--- src/rtl/bmp_streamer.sv ---
// Streams a cropped image buffer as a 24-bit BMP byte stream over a valid/ready byte interface.
// Define BMP_STREAMER_HEADER_EN to prefix the 54-byte BMP header; otherwise only pixel and pad bytes are sent.
module bmp_streamer #(
    parameter int unsigned BASE_ADDR = 54,
    parameter int unsigned PPM       = 2835
) (
    input  logic        clk,
    input  logic        rst_n,
    input  logic        start,
    output logic        busy,
    output logic        done,
    input  logic [10:0] xMin,
    input  logic [10:0] xMax,
    input  logic [10:0] yMin,
    input  logic [10:0] yMax,
    output logic [23:0] readAddr,
    input  logic [15:0] readdata,
    output logic [7:0]  tdata,
    output logic        tvalid,
    input  logic        tready,
    output logic        tlast
);

    localparam logic [2:0] S_IDLE   = 3'd0;
    localparam logic [2:0] S_HEADER = 3'd1;
    localparam logic [2:0] S_FETCH  = 3'd2;
    localparam logic [2:0] S_WAIT   = 3'd3;
    localparam logic [2:0] S_EMIT   = 3'd4;
    localparam logic [2:0] S_PAD    = 3'd5;
    localparam logic [2:0] S_DONE   = 3'd6;

    localparam logic [5:0]  HDR_LAST = 6'd53;
    localparam logic [23:0] BASE     = 24'(BASE_ADDR);

    logic [2:0]  state;
    logic [10:0] nx;
    logic [10:0] ny;
    logic [5:0]  hdr_idx;
    logic [12:0] col_cnt;
    logic [10:0] row_cnt;
    logic [1:0]  pad_cnt;
    logic [23:0] pix_cnt;

    logic [12:0]  row_len;
    logic [1:0]   pad_len;
    logic [12:0]  stride;
    logic [23:0]  img_size;
    logic [31:0]  file_size;
    logic [431:0] hdr_vec;
    logic [5:0]   next_hdr_idx;
    logic [8:0]   hdr_sel;
    logic [7:0]   hdr_byte;
    logic         last_row;
    logic         last_col;
    logic         xfer;
    logic         empty;
    logic         unused_readdata_hi;

    // Geometry of the latched window: pixel bytes per row, pad to a 4-byte stride.
    assign row_len   = {2'b00, ny} * 13'd3;
    assign pad_len   = 2'd0 - row_len[1:0];
    assign stride    = row_len + {11'd0, pad_len};
    assign img_size  = {13'd0, nx} * {11'd0, stride};
    assign file_size = {8'd0, img_size} + 32'd54;

    // Header laid out byte 0 in the low bits so a byte index selects it directly (little-endian fields).
    assign hdr_vec = {32'd0, 32'd0, 32'(PPM), 32'(PPM), {8'd0, img_size}, 32'd0,
                      16'd24, 16'd1, {21'd0, nx}, {21'd0, ny}, 32'd40, 32'd54, 32'd0,
                      file_size, 8'h4D, 8'h42};

    assign next_hdr_idx = hdr_idx + 6'd1;
    assign hdr_sel      = {next_hdr_idx, 3'b000};
    assign hdr_byte     = hdr_vec[hdr_sel +: 8];

    assign last_row = (row_cnt == nx - 11'd1);
    assign last_col = (col_cnt == row_len - 13'd1);
    assign xfer     = tvalid && tready;
    assign empty    = (xMax <= xMin) || (yMax <= yMin);

    assign unused_readdata_hi = ^readdata[15:8];

    // NOTE: all state uses non-blocking assignments so every branch sees pre-edge values of its neighbours.
    always_ff @(posedge clk) begin
        if (!rst_n) begin
            state    <= S_IDLE;
            busy     <= 1'b0;
            done     <= 1'b0;
            tvalid   <= 1'b0;
            tlast    <= 1'b0;
            tdata    <= 8'd0;
            readAddr <= BASE;
            nx       <= 11'd0;
            ny       <= 11'd0;
            hdr_idx  <= 6'd0;
            col_cnt  <= 13'd0;
            row_cnt  <= 11'd0;
            pad_cnt  <= 2'd0;
            pix_cnt  <= 24'd0;
        end else begin
            done <= 1'b0;
            case (state)
                S_IDLE: begin
                    if (start) begin
                        busy    <= 1'b1;
                        nx      <= xMax - xMin;
                        ny      <= yMax - yMin;
                        hdr_idx <= 6'd0;
                        col_cnt <= 13'd0;
                        row_cnt <= 11'd0;
                        pad_cnt <= 2'd0;
                        if (empty) begin
                            state   <= S_DONE;
                            pix_cnt <= 24'd0;
                        end else begin
`ifdef BMP_STREAMER_HEADER_EN
                            state   <= S_HEADER;
                            tdata   <= 8'h42;
                            tvalid  <= 1'b1;
                            tlast   <= 1'b0;
                            pix_cnt <= 24'd0;
`else
                            state    <= S_FETCH;
                            readAddr <= BASE;
                            pix_cnt  <= 24'd1;
`endif
                        end
                    end
                end

                S_HEADER: begin
                    if (xfer) begin
                        if (hdr_idx == HDR_LAST) begin
                            tvalid   <= 1'b0;
                            state    <= S_FETCH;
                            readAddr <= BASE + pix_cnt;
                            pix_cnt  <= pix_cnt + 24'd1;
                        end else begin
                            hdr_idx <= next_hdr_idx;
                            tdata   <= hdr_byte;
                        end
                    end
                end

                S_FETCH: state <= S_WAIT;

                S_WAIT: begin
                    tdata  <= readdata[7:0];
                    tvalid <= 1'b1;
                    tlast  <= last_row && last_col && (pad_len == 2'd0);
                    state  <= S_EMIT;
                end

                S_EMIT: begin
                    if (xfer) begin
                        tvalid <= 1'b0;
                        tlast  <= 1'b0;
                        if (!last_col) begin
                            col_cnt  <= col_cnt + 13'd1;
                            state    <= S_FETCH;
                            readAddr <= BASE + pix_cnt;
                            pix_cnt  <= pix_cnt + 24'd1;
                        end else if (pad_len != 2'd0) begin
                            col_cnt <= 13'd0;
                            pad_cnt <= 2'd0;
                            tdata   <= 8'd0;
                            tvalid  <= 1'b1;
                            tlast   <= last_row && (pad_len == 2'd1);
                            state   <= S_PAD;
                        end else if (last_row) begin
                            state <= S_DONE;
                        end else begin
                            col_cnt  <= 13'd0;
                            row_cnt  <= row_cnt + 11'd1;
                            state    <= S_FETCH;
                            readAddr <= BASE + pix_cnt;
                            pix_cnt  <= pix_cnt + 24'd1;
                        end
                    end
                end

                S_PAD: begin
                    if (xfer) begin
                        if (pad_cnt == pad_len - 2'd1) begin
                            tvalid <= 1'b0;
                            tlast  <= 1'b0;
                            if (last_row) begin
                                state <= S_DONE;
                            end else begin
                                row_cnt  <= row_cnt + 11'd1;
                                state    <= S_FETCH;
                                readAddr <= BASE + pix_cnt;
                                pix_cnt  <= pix_cnt + 24'd1;
                            end
                        end else begin
                            pad_cnt <= pad_cnt + 2'd1;
                            tlast   <= last_row && (pad_cnt + 2'd2 == pad_len);
                        end
                    end
                end

                S_DONE: begin
                    done  <= 1'b1;
                    busy  <= 1'b0;
                    state <= S_IDLE;
                end

                default: state <= S_IDLE;
            endcase
        end
    end

endmodule

--- config.mk ---
export PLATFORM = sky130hd
export DESIGN_NAME = bmp_streamer
export DESIGN_NICKNAME = d
export VERILOG_FILES = /design/src/rtl/bmp_streamer.sv
export SDC_FILE = /design/constraint.sdc
export NUM_CORES = 1
export LEC_CHECK = 0
export CORE_ASPECT_RATIO = 1.75
export CORE_MARGIN = 2
export CORE_UTILIZATION = 30
export CTS_CLUSTER_DIAMETER = 60
export CTS_CLUSTER_SIZE = 28
export DETAILED_ROUTE_END_ITERATION = 8
export PLACE_DENSITY_LB_ADDON = 0.15
export SYNTH_ARGS = -nofsm -noshare
export SYNTH_HDL_FRONTEND = slang
export SYNTH_SLANG_ARGS = --single-unit
--- constraint.sdc ---
create_clock -name clk -period 24.6 [get_ports clk]
set_input_delay 2.46 -clock clk [delete_from_list [all_inputs] [get_ports clk]]
set_output_delay 2.46 -clock clk [all_outputs]
set_load 0.02 [all_outputs]
==> impl.org <==
** Power and ir drop
- Leakage power of the design :: 6.97 nW
- PD cells :: 93.4 mW/mm^2
- The worst-case IR drop observed on VDD is 53.2 uV.

** Clocking
- Master cell of the clock root buffer :: clkbuf_16
- The number of setup buffers added after CTS is 0.
- Gates resized during post-CTS repair numbered 0.
- Clock tree synthesis inserted a total of 17 buffers.
- Worst skew pair latency :: 0.43 ns
- CTS hold repair buffers :: 0
- Largest buffer count on any clock path :: 2
- CTS tree :: done
- Worst-path clk slew :: 0.06 ns
- CTS H-Tree Depth :: 4
- CTS Sinks :: 117

** Critical path
- Along the worst path, the maximum fanout reaches 11.
- Slowest Stage Delay on Critical Path :: 0.74 ns
- On the critical path, the stage with the largest delay is an instance of xor2_1.
- Worst EP arrival :: 10.52 ns
- Critical Path RT :: 24.92 ns
- Kind of launch point of the worst setup path :: flop
- The setup path with the least slack is of type flop to flop.
- The worst setup path is captured at a flop.

** Outcome
- The flow ran to the end, and the final reports show no timing, DRC or antenna violations.

** Routing
- The routed design has 49500 um of wire.
- In the routed layout, each cell is associated on average with a via count of 5.30.
- Number of design-rule violations left by the first detailed-router iteration :: 603
- Routed WL per cell :: 19.0 um
- Number of search-and-repair iterations in the first detailed-routing pass :: 5
- Vias post-DR :: 13800
- For this run, design rule violations remaining after detail routing come to 0.
- Once detail routing completed, the nets flagged for antenna violations numbered 0.

** Timing
- The total count of max-transition violations in the final report is 0.
- Hold timing on the final database bottoms out at a slack of 0.467 ns.
- The number of failing hold endpoints at the final stage came to 0.
- Normalized max-slew margin :: 15.4%
- Setup violations remaining at the end of the flow were counted as 0.
- The clock arrives with 0.0148 ns of skew.
- The worst path uses 41.5% of the clock period.
- The routed design could run at a clock period as short as 10.20 ns.
- Setup repair after global routing missed its margin :: false
- For the final routed database, the setup TNS stands at 0 ns.
- Peak Freq :: 98.0 MHz
- Transition time at the pin with the least slew margin :: 1.27 ns

** Logic synthesis
- Most frequent cell after synthesis :: nand2_1
- Synth area leader :: dfxtp_1
- Most common flop cell mapped by yosys :: dfxtp_1
- A synthesized cell averages 7.73 um^2.
- Leading post-synthesis cells by cell area :: dfxtp_1, fa_1, ha_1
- After synthesis, the netlist uses 104 different library cells.
- In this run, synthesis produced a sequential element count of 117.
- Number of synthesized flops with an enable pin :: 0
- Mapped Area :: 0.0147 mm^2
- Area share of the largest cell type after synthesis :: 16.0%
- Fraction of registers with async set/reset :: 0%
- In the synthesized netlist, the number of instances is 1898.
- By count the netlist is led by nand2_1, inv_1, nor2_1.
- During synthesis, Yosys emitted a total of 0 warnings.
- Sequential element share of the synthesized area :: 16.0%

** Global routing
- Maximum number of pins on one net before global-route repair :: 46
- Global-route wire length before repair :: 78200 um
- The via count of the first global-routing pass was 14400.
- Total grt overflow :: 0
- Tot GR Track Use :: 19.9%
- Antenna violations before repair :: 0

** Place
- HPWL Detailed :: 39600 um
- Post-DP Area :: 0.0162 mm^2
- PortBufs :: 91
- At the end of routability-driven placement, the weighted congestion stood at 0.914.

** Floorplanning
- The core region is 0.0485 mm^2.
- I/O pin count :: 100
- Die X-Extent :: 171 um
- Site row count :: 107
- The initial utilization of the core area, before any placement, comes to 30.3%.
- Die Footprint :: 0.0508 mm^2
- The die is 297 um tall.

** Finish
- Share of layout cells above drive strength 1 :: 5.64%
- Synthesis-to-finish area growth :: 14.1%
- At the end of the flow, the number of nets in the layout was 2206.
- The repair_antennas step left the layout with diodes totalling 0.
- After routing the design area is 0.0167 mm^2.
- Utilization after layout :: 34.5%
- The layout has 5320 filler cells.

** Min path
- The path class of the tightest hold or removal check is flop to flop.

** Flow run
- Number of violations of the max-capacitance limit :: 0
-- power breakdown --
| group | internal [W] | switching (W) | total (W) |
|---|---|---|---|
| clock network | 0.000136 | 0.0000959 | 0.000232 |
| logic | 0.000380 | 0.000704 | 0.00108 |
| registers | 0.000209 | 0.0000392 | 0.000248 |
| total | 0.000724 | 0.000839 | 0.00156 |
-- sequential cells by signal, indices dropped and copies added (netlist names), 2 cells and up --
signal    cells
readAddr     24
pix_cnt      24
ny           11
nx           11
pad_cnt       2
row_cnt      11
col_cnt      13
state         3
tdata         8
hdr_idx       6
-- layout make-up --
class                   instances  area (um^2)  share of cell area, %
clock inverters                11         77.6                  0.463
clock buffers                  20          467                   2.79
inverters                     169          634                   3.79
repair buffers                116         1100                   6.56
well taps                     654          818                   4.89
flip-flops and latches        117         2340                   14.0
multi-input cells            1517        11300                   67.5
-- final timing paths --
path	slack [ns]	depth (start not counted)	to	from
worst max-delay path	14.40	28	tdata[7]	ny[1]
worst min-delay path	0.47	1	readAddr[14]	readAddr[14]
worst max register to register	14.40	28	tdata[7]	ny[1]
worst min register to register	0.47	1	readAddr[14]	readAddr[14]
-- cell families after synthesis --
group                    count (synthesis)  share of synthesized area [%]
flip-flops                             117                           16.0
multiplexers                            17                           1.28
XOR/XNOR                               116                           7.21
adder cells (fa/ha/maj)                204                           22.1
buffers and inverters                  273                           7.32
AND/OR/NAND/NOR                        696                           24.3
AO/OA/AOI/OAI                          473                           21.8
other                                    2                         0.0512
-- placed cells by master (no fill, tap or decap), types with 38 or more instances in the layout --
master           count
and2_1              81
xor2_1              41
nor2_1             131
nor3_1              38
a21oi_1            121
clkdlybuf4s50_1     91
nand2_1            191
xnor2_1             71
dfxtp_1            117
o21ai_0            105
inv_1              164
ha_1               112
nand3_1             61
fa_1                92
-- per-stage QoR --
stage	worst slack [ns]	power, W	cells
CTS	14.35	0.00158	2604
floorplan	16.23	0.00101	1907
finish	14.40	0.00156	2604
global route	13.66	0.00169	2604
global placement	14.39	0.00133	2573
detailed placement	14.37	0.00134	2573
-- per-layer routing --
layer  vias to the layer above  track usage [%]  wire length, um
met1                      6657             19.9            18000
li1                       6728                -                -
met5                         -                0                0
met3                       109             1.46             1130
met2                       298             39.6            27600
met4                         0             11.0             2780
-- worst max-delay path: cells and delay by family, from the launching register on --
kind	cells	cell delay (ns)
AOI/OAI and AO/OA	5	1.09
xor gates and xnor gates	2	1.28
adders and majority gates	7	3.38
buffers and inverters	1	0.06
DFF	1	0.58
muxes	1	0.25
and+or+nand+nor	12	3.42
Power figures use the tool's default switching activity.
